**src/rtl/column_prefetcher.sv**
```systemverilog
// column_prefetcher
//
// Multi-channel column-index prefetcher. On a start pulse each channel latches a
// ROM start address and a word count. The block then walks those ranges through a
// shared single-port ROM (one read per cycle at most) and fills one FWFT FIFO per
// channel. Overflow is prevented by a credit check: FIFO occupancy plus reads
// still in flight must stay below FIFO_DEPTH.
//
// Optional feature macro: COLUMN_PREFETCH_SKIP_EN
//   defined   : work-conserving arbiter (first eligible channel at/after pointer)
//   undefined : strict round-robin, pointer steps every RUN cycle
//
// Ports
//   clk, rst  : clock, synchronous active-high reset
//   start     : one-cycle pulse, latches base/len; ignored while busy
//   base, len : per-channel start address / word count, ADDR_W bits per channel
//   rom_en    : registered ROM read enable
//   rom_addr  : registered ROM address
//   rom_data  : ROM word, valid the cycle after rom_en
//   read      : per-channel pop (ignored when that FIFO is empty)
//   out       : per-channel FIFO head, DATA_W bits per channel (0 when empty)
//   empty     : per-channel FIFO empty
//   done      : channel has issued and written all of its words
//   busy      : high from the cycle after an accepted start until drain completes

module column_prefetcher #(
  parameter int unsigned CHANNELS   = 4,
  parameter int unsigned CH_LOG     = 2,
  parameter int unsigned DATA_W     = 16,
  parameter int unsigned ADDR_W     = 13,
  parameter int unsigned FIFO_DEPTH = 16,
  parameter int unsigned FIFO_LOG   = 4
) (
  input  logic                       clk,
  input  logic                       rst,
  input  logic                       start,
  input  logic [CHANNELS*ADDR_W-1:0] base,
  input  logic [CHANNELS*ADDR_W-1:0] len,
  output logic                       rom_en,
  output logic [ADDR_W-1:0]          rom_addr,
  input  logic [DATA_W-1:0]          rom_data,
  input  logic [CHANNELS-1:0]        read,
  output logic [CHANNELS*DATA_W-1:0] out,
  output logic [CHANNELS-1:0]        empty,
  output logic [CHANNELS-1:0]        done,
  output logic                       busy
);

  typedef enum logic [1:0] {StIdle, StRun, StDrain} state_e;

  localparam logic [FIFO_LOG+1:0] DepthW = (FIFO_LOG+2)'(FIFO_DEPTH);

  state_e state_q, state_d;

  // Per-channel walk state
  logic [ADDR_W-1:0] addr_q [CHANNELS];
  logic [ADDR_W-1:0] rem_q  [CHANNELS];
  logic [CHANNELS-1:0] done_q;
  logic [CH_LOG-1:0]   ptr_q;

  // Read pipeline: stage 1 is the cycle rom_en is high, stage 2 is write-back
  logic              rom_en_q;
  logic [ADDR_W-1:0] rom_addr_q;
  logic [CH_LOG-1:0] s1_tag_q;
  logic              s1_last_q;
  logic              wb_valid_q;
  logic [CH_LOG-1:0] wb_tag_q;
  logic              wb_last_q;

  // Channel FIFOs
  logic [DATA_W-1:0]   mem_q    [CHANNELS][FIFO_DEPTH];
  logic [FIFO_LOG-1:0] rd_ptr_q [CHANNELS];
  logic [FIFO_LOG-1:0] wr_ptr_q [CHANNELS];
  logic [FIFO_LOG:0]   occ_q    [CHANNELS];

  logic [1:0]          pend [CHANNELS];
  logic [CHANNELS-1:0] elig;
  logic [CHANNELS-1:0] fifo_wr;
  logic [CHANNELS-1:0] fifo_pop;
  logic                arb_hit;
  logic [CH_LOG-1:0]   arb_pick;
  logic [CH_LOG-1:0]   ptr_next;
  logic                issue;
  logic                rem_clear;
  logic                any_len;

  function automatic logic [CH_LOG-1:0] ch_inc(input logic [CH_LOG-1:0] ch);
    if (32'(ch) == CHANNELS - 1) return '0;
    return ch + CH_LOG'(1);
  endfunction

  // Credit: a channel may only issue while its occupancy plus its reads still in
  // the two-stage pipeline leaves room, so a write can never find the FIFO full.
  always_comb begin
    for (int c = 0; c < CHANNELS; c++) begin
      pend[c] = {1'b0, rom_en_q && (s1_tag_q == CH_LOG'(c))}
              + {1'b0, wb_valid_q && (wb_tag_q == CH_LOG'(c))};
      elig[c] = (rem_q[c] != '0) &&
                (({1'b0, occ_q[c]} + {{FIFO_LOG{1'b0}}, pend[c]}) < DepthW);
    end
  end

`ifdef COLUMN_PREFETCH_SKIP_EN
  int unsigned idx;

  always_comb begin
    arb_hit  = 1'b0;
    arb_pick = ptr_q;
    idx      = 0;
    for (int k = 0; k < CHANNELS; k++) begin
      idx = (32'(ptr_q) + 32'(k)) % CHANNELS;
      if (!arb_hit && elig[CH_LOG'(idx)]) begin
        arb_hit  = 1'b1;
        arb_pick = CH_LOG'(idx);
      end
    end
    ptr_next = arb_hit ? ch_inc(arb_pick) : ptr_q;
  end
`else
  // Strict round-robin: the slot belongs to the pointed channel or goes idle.
  always_comb begin
    arb_hit  = elig[ptr_q];
    arb_pick = ptr_q;
    ptr_next = ch_inc(ptr_q);
  end
`endif

  assign issue = (state_q == StRun) && arb_hit;

  // True when no channel will have words left after this cycle's issue.
  always_comb begin
    rem_clear = 1'b1;
    any_len   = 1'b0;
    for (int c = 0; c < CHANNELS; c++) begin
      if ((rem_q[c] != '0) &&
          !(issue && (arb_pick == CH_LOG'(c)) && (rem_q[c] == ADDR_W'(1)))) begin
        rem_clear = 1'b0;
      end
      if (len[c*ADDR_W +: ADDR_W] != '0) any_len = 1'b1;
    end
  end

  // FSM: state register
  always_ff @(posedge clk) begin
    if (rst) state_q <= StIdle;
    else     state_q <= state_d;
  end

  // FSM: next state
  always_comb begin
    state_d = state_q;
    unique case (state_q)
      StIdle:  if (start && any_len) state_d = StRun;
      StRun:   if (rem_clear) state_d = StDrain;
      StDrain: if (!rom_en_q && !wb_valid_q) state_d = StIdle;
      default: state_d = StIdle;
    endcase
  end

  // FSM: outputs
  always_comb begin
    busy = (state_q != StIdle);
  end

  always_comb begin
    for (int c = 0; c < CHANNELS; c++) begin
      fifo_wr[c]  = wb_valid_q && (wb_tag_q == CH_LOG'(c));
      fifo_pop[c] = read[c] && (occ_q[c] != '0);
    end
  end

  always_ff @(posedge clk) begin
    if (rst) begin
      for (int c = 0; c < CHANNELS; c++) begin
        addr_q[c]   <= '0;
        rem_q[c]    <= '0;
        rd_ptr_q[c] <= '0;
        wr_ptr_q[c] <= '0;
        occ_q[c]    <= '0;
      end
      done_q     <= '0;
      ptr_q      <= '0;
      rom_en_q   <= 1'b0;
      rom_addr_q <= '0;
      s1_tag_q   <= '0;
      s1_last_q  <= 1'b0;
      wb_valid_q <= 1'b0;
      wb_tag_q   <= '0;
      wb_last_q  <= 1'b0;
    end else begin
      if ((state_q == StIdle) && start) begin
        for (int c = 0; c < CHANNELS; c++) begin
          addr_q[c] <= base[c*ADDR_W +: ADDR_W];
          rem_q[c]  <= len[c*ADDR_W +: ADDR_W];
          done_q[c] <= (len[c*ADDR_W +: ADDR_W] == '0);
        end
      end else if (issue) begin
        addr_q[arb_pick] <= addr_q[arb_pick] + ADDR_W'(1);
        rem_q[arb_pick]  <= rem_q[arb_pick] - ADDR_W'(1);
      end

      if (state_q == StRun) ptr_q <= ptr_next;

      rom_en_q <= issue;
      if (issue) begin
        rom_addr_q <= addr_q[arb_pick];
        s1_tag_q   <= arb_pick;
        s1_last_q  <= (rem_q[arb_pick] == ADDR_W'(1));
      end

      wb_valid_q <= rom_en_q;
      wb_tag_q   <= s1_tag_q;
      wb_last_q  <= s1_last_q;
      if (wb_valid_q && wb_last_q) done_q[wb_tag_q] <= 1'b1;

      for (int c = 0; c < CHANNELS; c++) begin
        if (fifo_wr[c])  wr_ptr_q[c] <= wr_ptr_q[c] + FIFO_LOG'(1);
        if (fifo_pop[c]) rd_ptr_q[c] <= rd_ptr_q[c] + FIFO_LOG'(1);
        if (fifo_wr[c] && !fifo_pop[c]) begin
          occ_q[c] <= occ_q[c] + (FIFO_LOG+1)'(1);
        end else if (!fifo_wr[c] && fifo_pop[c]) begin
          occ_q[c] <= occ_q[c] - (FIFO_LOG+1)'(1);
        end
      end
    end
  end

  // FIFO storage is not reset; occupancy alone decides what is visible.
  always_ff @(posedge clk) begin
    if (!rst && wb_valid_q) mem_q[wb_tag_q][wr_ptr_q[wb_tag_q]] <= rom_data;
  end

  assign rom_en   = rom_en_q;
  assign rom_addr = rom_addr_q;

  // done rises already during the write-back cycle of the channel's last word.
  always_comb begin
    out = '0;
    for (int c = 0; c < CHANNELS; c++) begin
      empty[c] = (occ_q[c] == '0);
      if (occ_q[c] != '0) out[c*DATA_W +: DATA_W] = mem_q[c][rd_ptr_q[c]];
      done[c] = done_q[c] | (wb_valid_q && wb_last_q && (wb_tag_q == CH_LOG'(c)));
    end
  end

endmodule

```
**config.mk**
```make
export PLATFORM = sky130hd
export DESIGN_NAME = column_prefetcher
export DESIGN_NICKNAME = d
export VERILOG_FILES = /design/src/rtl/column_prefetcher.sv
export SDC_FILE = /design/constraint.sdc
export NUM_CORES = 2
export LEC_CHECK = 0
export BUFFER_PORTS_ARGS = -buffer_cell sky130_fd_sc_hd__buf_2
export CAP_MARGIN = 20
export CORE_ASPECT_RATIO = 0.5
export CORE_MARGIN = 1.5
export CORE_UTILIZATION = 45
export DETAILED_ROUTE_END_ITERATION = 12
export SETUP_SLACK_MARGIN = 0.5
export SYNTH_ARGS = -nofsm -noshare
export SYNTH_HDL_FRONTEND = slang
export SYNTH_SLANG_ARGS = --single-unit
```
**constraint.sdc**
```tcl
create_clock -name clk -period 4 [get_ports clk]
set_input_delay 1.2 -clock clk [delete_from_list [all_inputs] [get_ports clk]]
set_output_delay 1.2 -clock clk [all_outputs]
set_load 0.02 [all_outputs]
```
==> summary.md <==
| Metric | Value |
|---|---|
| Max Fclk | approximately 250 MHz |
| DRT Pass-1 Iters | 5 |
| Net Count, Synth | ~2700 |
| Internal Power | 21500 uW |
| Fin cells | 4416 |
| Yosys top cell by area | edfxtp_1 |
| Ys flop type | edfxtp_1 |
| Final hold viol count | 0 |
| Worst Setup Start Kind | register |
| Htree depth | 3 |
| Total power | 28500 uW |
| Share of layout cells above drive strength 1 | approximately a third |
| DPL Wire Length | 65000 um |
| CP Class | reg2out |
| EDFF count, synth | 1180 |
| Core Area | ~0.11 mm2 |
| Starting Density | between 40% and 50% |
| Placed Area | between 0.05 and 0.06 mm2 |
| Nets | 3058 |
| Ranking of synthesized cells by area | edfxtp_1 (72%), mux4_2 (16%), nand2_1 (1.3%), dfxtp_1 (1.3%), nor2_1 (1.2%) |
| Ports | approximately 210 |
| Largest net degree at the start of global routing | 67 |
| Leakage power total | 0.0192 uW |
| PD cells | 490 mW/mm2 |
| Clock skew | around 0.033 ns |
| Yosys reg bits | approximately 1200 |
| Failing checks | negative setup slack |
| Antenna-violating nets left | 0 |
| Relative slew slack | a little over two fifths |
| Initial antenna violation count | 2 |
| Async set-reset flop share out of synthesis | 0% |
| Final WS setup | -0.0209 ns |
| Finished layout cell area | 0.0581 mm2 |
| GPL Wtd Cong | just over 0.8 |
| Worst Max-Slew Pin Slew | roughly 0.87 ns |
| Cell Area, Synth | just under 0.05 mm2 |
| TritonCTS buffer count | ~110 |
| Vias per cell | slightly below 6 |
| Drt drc | 0 |
| Vias in the first global route | between 20000 and 30000 |
| P_sw | a little under 7000 uW |
| Hold Buf Count CTS | 0 |
| Crit. End Element | primary output |
| Period utilization | 101% |
| Row Count | 85 |
| Clock buffer depth | 3 |
| Clk pin slew, worst setup/hold paths | approximately 0.07 ns |
| Tot GR Track Use | a little over a fifth |
| Distinct cells, synth | between 60 and 70 |
| Final Setup Violations | 21 |
| Class of the worst hold path | reg2reg |
| Chip Width | around 470 um |
| Global-route wire length before repair | ~170000 um |
| Yosys top cell area share | between 70 and 80% |
| Area growth from synthesis to layout | 18.7% |
| Combinational Power Share | about 15% |
| Max-cap viol count | 0 |
| Critical-path maximum fanout | 9 |
| Ys Warns | 0 |
| Worst-Skew Late Latency | 0.71 ns |
| Cells after DPL | roughly 4200 |
| CTS tree | built |
| Max Slew Vio Count | 0 |
| GRT overflow | 0 |
| Clock network fraction of total power | about a third |
| Worst IR drop on VDD | approximately 0.36 mV |
| R2r setup slk | ~0.80 ns |
| Mapped Cells | around 2500 |
| WL final | 118000 um |
| Count leader, synth | edfxtp_1 |
| Net Sw Frac | ~24% |
| WL/cell | between 20 and 30 um |
| Synth top cells by count | edfxtp_1 (1180), mux4_2 (350), nand2_1 (169), nor2_1 (156), o21ai_1 (103) |
| Sequential area share after synthesis | 73.6% |
| Final core utilization | between 50 and 60% |
| Vias | approximately 25000 |
| CP arrival | approximately 2.8 ns |
| Sequential Power Share | about half |
| Clk sinks | 1211 |
| RSZ-0062 raised after global routing | yes |
| Root Buffer | clkbuf_16 |
| IO Port Bufs | between 200 and 250 |
| Post-layout min period | a little over 4 ns |
| Fillers | about 8300 |
| CP Data Required Time | approximately 2.8 ns |
| Outcome | finished, violations left |
| Die Span Y | about 240 um |
| Syn Area/Cell | approximately 20 um2 |
| Initial DRC Count | about 2700 |
| Die area | approximately 0.11 mm2 |
-- layout by cell type (no fill, tap or decap), drive strengths merged, types with 24 or more instances in the layout --
master and instances:
nor2 158, nor4 24, nand3 25, edfxtp 1180, inv 32, ha 30
clkbuf 139, nor2b 75, xor2 32, o21ai 108, nand2 169, buf 410
clkinv 50, dfxtp 31, mux4 350
-- registers in the layout (all words and copies together) (netlist names), 2 cells and up, named ones only --
register,count
rd_ptr_q,16
wb_tag_q,2
rem_q,52
state_q,2
mem_q,1024
done_q,4
rom_addr,13
addr_q,52
s1_tag_q,2
wr_ptr_q,16
arb_pick,2
occ_q,20
-- routing by layer --
metal,global-route usage [%],share of wire (%)
met1,30.9,44
met2,33.3,47
met3,3.73,6.7
met4,4.73,1.9
met5,0,0.012
-- power groups by stage --
stage	sequential [uW]	combinational [uW]	clock, uW
after global placement	14600	3540	0
after detailed placement	14600	3560	0
after CTS	14300	4010	10100
after global routing	14300	4500	10600
final	14300	4240	9900
after floorplan	14500	2350	0
-- cell type report --
type                    instances  area, um2  area share, %
flip-flops and latches       1211      36100           62.0
well taps                    1435       1800           3.09
repair buffers                422       4140           7.12
clock inverters                63        493          0.848
multi-input cells            1129      12700           21.9
diodes                          1       2.50        0.00431
inverters                      28        105          0.181
clock buffers                 127       2780           4.79
-- metrics by stage --
| step | hold slack [ns] | setup slack (ns) | TNS, ns |
|---|---|---|---|
| 5_1_grt | 0.481 | -0.123 | -4.76 |
| 3_3_place_gp | 0.455 | 0.469 | 0 |
| 6_report | 0.461 | -0.0209 | -0.171 |
| 3_5_place_dp | 0.453 | 0.444 | 0 |
| 4_1_cts | 0.464 | -0.0888 | -2.38 |
| 2_1_floorplan | 0.439 | 0.694 | 0 |
-- worst max-delay path: stages, from the launching register on --
cell and delay, ns:
edfxtp_1 0.38, buf_12 0.20, clkbuf_16 0.19, mux4_2 0.50, mux4_2 0.53, nor2b_1 0.15
buf_2 0.15
-- what timing repair did --
item	CTS	global route
setup endpoints to repair	68	69
gates cloned	15	12
pin swaps	6	6
setup buffers	28	7
gates resized for setup	105	78
-- cells by family after synthesis --
kind of cell | synth area share [%]
AOI/OAI and AO/OA | 1.88
xor gates and xnor gates | 0.859
adders and majority gates | 0.889
buffers and inverters | 1.22
DFF | 73.6
muxes | 16.5
and+or+nand+nor | 5.05
-- worst paths after layout --
| path | end | cells past startpoint | from |
|---|---|---|---|
| worst min register to register | wb_last_q | 1 | s1_last_q |
| worst min-delay path | wb_last_q | 1 | s1_last_q |
| worst max register to register | addr_q[3][12] | 10 | occ_q[3][0] |
| worst max-delay path | out[4] | 6 | rd_ptr_q[0][0] |
Power figures use the tool's default switching activity.
